**config.mk**
```make
export PLATFORM = sky130hd
export DESIGN_NAME = virtio_avail_ring_tracker
export DESIGN_NICKNAME = d
export VERILOG_FILES = /design/src/rtl/virtio_pkg.sv /design/src/rtl/rr_arbiter.sv /design/src/rtl/virtio_avail_ring_tracker.sv
export SDC_FILE = /design/constraint.sdc
export NUM_CORES = 1
export LEC_CHECK = 0
export BUFFER_PORTS_ARGS = -buffer_cell sky130_fd_sc_hd__clkbuf_2
export CAP_MARGIN = 25
export CORE_ASPECT_RATIO = 0.75
export CORE_MARGIN = 2
export CORE_UTILIZATION = 50
export CTS_BUF_LIST = sky130_fd_sc_hd__clkbuf_8
export CTS_CLUSTER_SIZE = 16
export DETAILED_ROUTE_END_ITERATION = 10
export PLACE_DENSITY = 0.73
export REMOVE_ABC_BUFFERS = 1
export SLEW_MARGIN = 20
export SYNTH_ARGS = -nofsm -noshare
export SYNTH_HDL_FRONTEND = slang
export SYNTH_HIERARCHICAL = 1
export SYNTH_SLANG_ARGS = --single-unit
export TNS_END_PERCENT = 10
```
**constraint.sdc**
```tcl
create_clock -name clk -period 4.25 [get_ports clk]
set_input_delay 0.85 -clock clk [delete_from_list [all_inputs] [get_ports clk]]
set_output_delay 0.85 -clock clk [all_outputs]
set_load 0.01 [all_outputs]
```
**src/rtl/virtio_pkg.sv**
```systemverilog
// rtl/virtio_pkg.sv - shared types and constants for the virtio avail-ring tracker
package virtio_pkg;

  localparam int QNUM_W     = 2;
  localparam int IDX_W      = 16;
  localparam int NUM_QUEUES = 3;

  typedef logic [QNUM_W-1:0] qsel_t;

  typedef enum logic {
    ST_IDLE = 1'b0,
    ST_REQ  = 1'b1
  } fsm_state_t;

endpackage

```
**src/rtl/rr_arbiter.sv**
```systemverilog
// rtl/rr_arbiter.sv - round-robin pick of the first request at or after a pointer
module rr_arbiter
  import virtio_pkg::*;
#(
  parameter int N = NUM_QUEUES
) (
  input  logic [N-1:0] req,
  input  qsel_t        ptr,
  output logic         grant_valid,
  output qsel_t        grant_q
);

  int idx;

  // Scan offsets from the highest down so the smallest offset from ptr wins last
  always_comb begin
    grant_valid = 1'b0;
    grant_q     = '0;
    idx         = 0;
    for (int i = N - 1; i >= 0; i--) begin
      idx = (int'(ptr) + i) % N;
      if (req[idx[QNUM_W-1:0]]) begin
        grant_valid = 1'b1;
        grant_q     = idx[QNUM_W-1:0];
      end
    end
  end

endmodule

```
**src/rtl/virtio_avail_ring_tracker.sv**
```systemverilog
// rtl/virtio_avail_ring_tracker.sv - doorbell capture, avail.idx fetch and per-queue availability
module virtio_avail_ring_tracker #(
  parameter int NUM_QUEUES = 3,
  parameter int IDX_W      = 16
) (
  input  logic                        clk,
  input  logic                        csr_rst,
  input  logic                        notify_valid,
  input  virtio_pkg::qsel_t           notify_qsel,
  output logic                        rd_req,
  output virtio_pkg::qsel_t           rd_qsel,
  input  logic                        rd_ack,
  input  logic [IDX_W-1:0]            rd_avail_idx,
  input  logic                        desc_take,
  input  virtio_pkg::qsel_t           desc_qsel,
  output logic [NUM_QUEUES-1:0]       queue_notify_pending,
  output logic [NUM_QUEUES-1:0]       queue_notify_clr,
  output logic [NUM_QUEUES-1:0]       ring_available_pending,
  output logic [NUM_QUEUES*IDX_W-1:0] next_avail_idx
);

  import virtio_pkg::*;

  fsm_state_t            state;
  fsm_state_t            state_nxt;
  qsel_t                 cur_q;
  qsel_t                 rr_ptr;
  logic                  grant_valid;
  qsel_t                 grant_q;
  logic                  ack_fire;

  logic [IDX_W-1:0]      avail_idx   [NUM_QUEUES];
  logic [IDX_W-1:0]      next_idx    [NUM_QUEUES];
  logic [IDX_W-1:0]      avail_upd   [NUM_QUEUES];
  logic [IDX_W-1:0]      next_upd    [NUM_QUEUES];
  logic [NUM_QUEUES-1:0] set_vec;
  logic [NUM_QUEUES-1:0] ack_vec;
  logic [NUM_QUEUES-1:0] avail_nz;

  rr_arbiter #(.N(NUM_QUEUES)) u_rr_arbiter (
    .req         (queue_notify_pending),
    .ptr         (rr_ptr),
    .grant_valid (grant_valid),
    .grant_q     (grant_q)
  );

  // A completion only counts while a read is actually outstanding
  assign ack_fire = (state == ST_REQ) && rd_ack;

  // FSM state register
  always_ff @(posedge clk or posedge csr_rst) begin
    if (csr_rst) state <= ST_IDLE;
    else         state <= state_nxt;
  end

  // FSM next state: start a read when something is pending, finish on ack
  always_comb begin
    state_nxt = state;
    case (state)
      ST_IDLE: if (grant_valid) state_nxt = ST_REQ;
      ST_REQ:  if (rd_ack)      state_nxt = ST_IDLE;
      default: state_nxt = ST_IDLE;
    endcase
  end

  // FSM outputs: request held for the whole REQ state on the latched queue
  always_comb begin
    rd_req  = (state == ST_REQ);
    rd_qsel = cur_q;
  end

  // Latch the granted queue and advance the round-robin pointer past it on ack
  always_ff @(posedge clk or posedge csr_rst) begin
    if (csr_rst) begin
      cur_q  <= '0;
      rr_ptr <= '0;
    end else begin
      if (state == ST_IDLE && grant_valid) cur_q <= grant_q;
      if (ack_fire) rr_ptr <= (cur_q == qsel_t'(NUM_QUEUES - 1)) ? '0 : cur_q + 2'd1;
    end
  end

  // Per-queue doorbell set, service clear, and next index values
  always_comb begin
    set_vec  = '0;
    ack_vec  = '0;
    avail_nz = '0;
    for (int q = 0; q < NUM_QUEUES; q++) begin
      set_vec[q]   = notify_valid && (notify_qsel == qsel_t'(q));
      ack_vec[q]   = ack_fire && (cur_q == qsel_t'(q));
      avail_upd[q] = ack_vec[q] ? rd_avail_idx : avail_idx[q];
      // Take is judged on the count before this cycle's ack lands
      if (desc_take && (desc_qsel == qsel_t'(q)) && (avail_idx[q] != next_idx[q]))
        next_upd[q] = next_idx[q] + 1'b1;
      else
        next_upd[q] = next_idx[q];
      avail_nz[q]  = ((avail_upd[q] - next_upd[q]) != '0);
    end
  end

  // Doorbell pending: a new doorbell wins over a same-cycle service clear
  always_ff @(posedge clk or posedge csr_rst) begin
    if (csr_rst) begin
      queue_notify_pending <= '0;
      queue_notify_clr     <= '0;
    end else begin
      queue_notify_pending <= (queue_notify_pending & ~ack_vec) | set_vec;
      queue_notify_clr     <= ack_vec;
    end
  end

  // Driver/device indices and the availability flag derived from them
  always_ff @(posedge clk or posedge csr_rst) begin
    if (csr_rst) begin
      for (int q = 0; q < NUM_QUEUES; q++) begin
        avail_idx[q] <= '0;
        next_idx[q]  <= '0;
      end
      ring_available_pending <= '0;
    end else begin
      for (int q = 0; q < NUM_QUEUES; q++) begin
        avail_idx[q] <= avail_upd[q];
        next_idx[q]  <= next_upd[q];
      end
      ring_available_pending <= avail_nz;
    end
  end

  // Flatten device indices onto the output bus
  always_comb begin
    next_avail_idx = '0;
    for (int q = 0; q < NUM_QUEUES; q++) next_avail_idx[q*IDX_W +: IDX_W] = next_idx[q];
  end

endmodule

```
==> flow_summary.json <==
{
  "cts_tree": "yes",
  "yosys.area_share.adder_pct": 8.88,
  "antenna_found_initial": 0,
  "core_um2": 13900,
  "viasPerCell": 5.53,
  "ff2ff_setup_slack_ns": 0.16,
  "critical_path_class": "reg2reg",
  "crit_buf_inv": 2,
  "drc": 0,
  "worstSkewPairLatency_ns": 0.40,
  "finalHoldViolCount": 0,
  "drive_gt1_share_pct": 24.8,
  "yosys-top-cells-area": "dfrtp_1 (38%), ha_1 (8.9%), xnor2_1 (7.3%), nand2_1 (6.8%), xor2_1 (6.0%)",
  "hpwl_um": 15600,
  "synth_area_um2": 7190,
  "routedWlPerCell_um": 17.2,
  "clk_path_buf_depth": 2,
  "grt_max_degree": 58,
  "synth.cells.most_frequent": "nand2_1 (130), dfrtp_1 (110), inv_1 (63)",
  "h-tree-depth": 3,
  "synth.avg_cell_area_um2": 9.17,
  "synth_top_area_share_pct": 38.3,
  "area_growth_pct": 21.9,
  "die_w_um": 142,
  "track_usage_pct": 26.6,
  "dieArea_um2": 15400,
  "muxShareOfSynthArea_pct": 4.68,
  "cts_buffers": 9,
  "ir_worst_vdd_mv": 0.433,
  "finalCritPeriodShare_pct": 96.3,
  "cp-start-kind": "flop",
  "required_ns": 4.52,
  "clock_tree.root_cell": "clkbuf_8",
  "synth.yosys.seq_area_share_pct": 38.3,
  "dr.pass1.iters": 5,
  "slowest_stage": "or4b_2",
  "synthArstFlopShare_pct": 100,
  "fmax_mhz": 244,
  "status": "completed",
  "fillers": 1199,
  "diodes": 0,
  "worstSetupEndpointType": "flop",
  "placed_cells_incl_taps": 1117,
  "postCtsSetupRepairBufs": 0,
  "yosys.area_share.simple_pct": 20.4,
  "synth_top_family_by_area": "simple AND/OR/NAND/NOR gates",
  "crit_top_cell": "buf_4",
  "cp_top_family": "simple AND/OR/NAND/NOR gates",
  "p_per_area_nw_per_um2": 707,
  "fin_cells": 1132,
  "ys.flop_type": "dfrtp_1",
  "synthCells": 784,
  "io_pins": 85,
  "synth_compound_area_share_pct": 9.71,
  "worst_slew_pin_slew_ns": 0.716,
  "gp_congestion": 0.952,
  "setup_viol": 0,
  "fp.dieH_um": 108,
  "slew_violations": 0,
  "rsz0062_at_grt": "yes",
  "total_power_mw": 6.19,
  "grt_overflow": 0,
  "first_global_vias": 6013,
  "yosysMostFrequentCell": "nand2_1",
  "period_needed_ns": 4.09,
  "slowest_delay_ns": 0.63,
  "hold_path.class": "reg2reg",
  "ctsHoldBuffers": 0,
  "initial_core_util_pct": 51.8,
  "cts.clk_slew.worst_paths_ns": 0.12,
  "post_synth_num_cell_types": 61,
  "nets": 1028,
  "portBuffers": 84,
  "drv_cap": 0,
  "synth_edf_count": 0,
  "wl_um": 19500,
  "p_leak_nw": 4.45,
  "drt_iter0_drc": 415,
  "cts_num_sinks": 110,
  "crit_arrival_ns": 4.36,
  "placementRows": 37,
  "yosysWarnings": 6,
  "slew_headroom_pct": 52.3,
  "yosys.area.top_type": "dfrtp_1",
  "grt_pass1_wl_um": 31400,
  "skew_ns": 0.0132,
  "synth_seq_cells": 110,
  "path_cells": "xnor2_1 > nand4_1 > nor4_2 > buf_4 > nor3b_1 > buf_4 > mux2i_1 > ha_1 > nor2b_1 > o31a_1 > o21ai_1 > or4b_2 > a2111oi_2 > o211a_1 > o2111ai_1",
  "route.vias.total": 6260,
  "ant_nets": 0,
  "synthXorXnorAreaFrac_pct": 13.9,
  "critPathMaxFanout": 5
}
==> power breakdown <==
| group | switching (mW) | internal [mW] |
|---|---|---|
| registers | 0.271 | 1.37 |
| logic | 2.07 | 1.82 |
| clock network | 0.425 | 0.233 |
==> final timing paths <==
kind | startpoint | to | cells past startpoint
hold reg to reg | rr_ptr[0]$_DFFE_PP0P_ | rr_ptr[0]$_DFFE_PP0P_ | 1
max in group asynchronous | csr_rst | avail_idx[18]$_DFF_PP0_ | 3
min in group asynchronous | csr_rst | queue_notify_clr[0]$_DFF_PP0_ | 2
setup reg to reg | next_avail_idx[10]$_DFF_PP0_ | ring_available_pending[0]$_DFF_PP0_ | 15
setup / recovery | next_avail_idx[10]$_DFF_PP0_ | ring_available_pending[0]$_DFF_PP0_ | 15
hold / removal | rr_ptr[0]$_DFFE_PP0P_ | rr_ptr[0]$_DFFE_PP0P_ | 1
==> cell type report <==
class	count	area, um2	area share (%)
Multi-Input combinational cell	598	4270	48.8
Clock inverter	7	73.8	0.843
Inverter	63	239	2.73
Sequential cell	110	2750	31.4
Tap cell	175	219	2.50
Timing Repair Buffer	170	1080	12.3
Clock buffer	9	124	1.41
==> kinds of logic (layout without fill, tap and decap cells) <==
kind of cell               after synthesis  in the layout
xor gates and xnor gates               111            111
DFF                                    110            110
adders and majority gates               51             51
buffers and inverters                   76            249
muxes                                   31             31
AOI/OAI and AO/OA                      101            101
and+or+nand+nor                        304            304
==> layer usage <==
layer	global-route usage (%)	part of all wire (%)	vias up
met2	39.9	43	218
met1	40.2	48	2966
met4	5.09	1.3	0
li1	-	-	3052
met5	0	0	-
met3	4.89	7.6	24
==> repair_timing <==
item / in CTS / in global routing
resized for setup: 2 / 24
cloned: 0 / 0
pin swaps: 0 / 13
endpoints found under the setup margin: 2 / 3
==> metrics by stage <==
step           hold slack [ns]  cell area [um2]  utilization (%)  setup TNS, ns  worst slack (ns)
6_report                 0.540             8760             63.1              0             0.156
4_1_cts                  0.543             8640             62.2              0           0.00353
5_1_grt                  0.566             8760             63.1        -0.0110           -0.0110
3_5_place_dp             0.513             8440             60.7         -0.253            -0.223
2_1_floorplan            0.479             7130                -         -0.195            -0.168
3_3_place_gp             0.504             8440             60.7        -0.0182           -0.0182
==> state kept, by name, indices dropped and copies added, names as in the netlist <==
name                    flops
avail_idx                  48
next_avail_idx             48
queue_notify_clr            3
queue_notify_pending        3
ring_available_pending      3
rd_qsel                     2
rr_ptr                      2
rd_req                      1
==> cell usage in the layout, fill, tap and decap left out, types with 22 or more instances in the layout <==
master,instances
nand4_1,22
clkbuf_2,84
inv_1,62
dfrtp_1,110
a21oi_1,23
ha_1,51
xor2_1,49
xnor2_1,53
nand2_1,130
buf_4,85
nor2_1,41
Note: power is estimated with default switching activity, not from simulation.
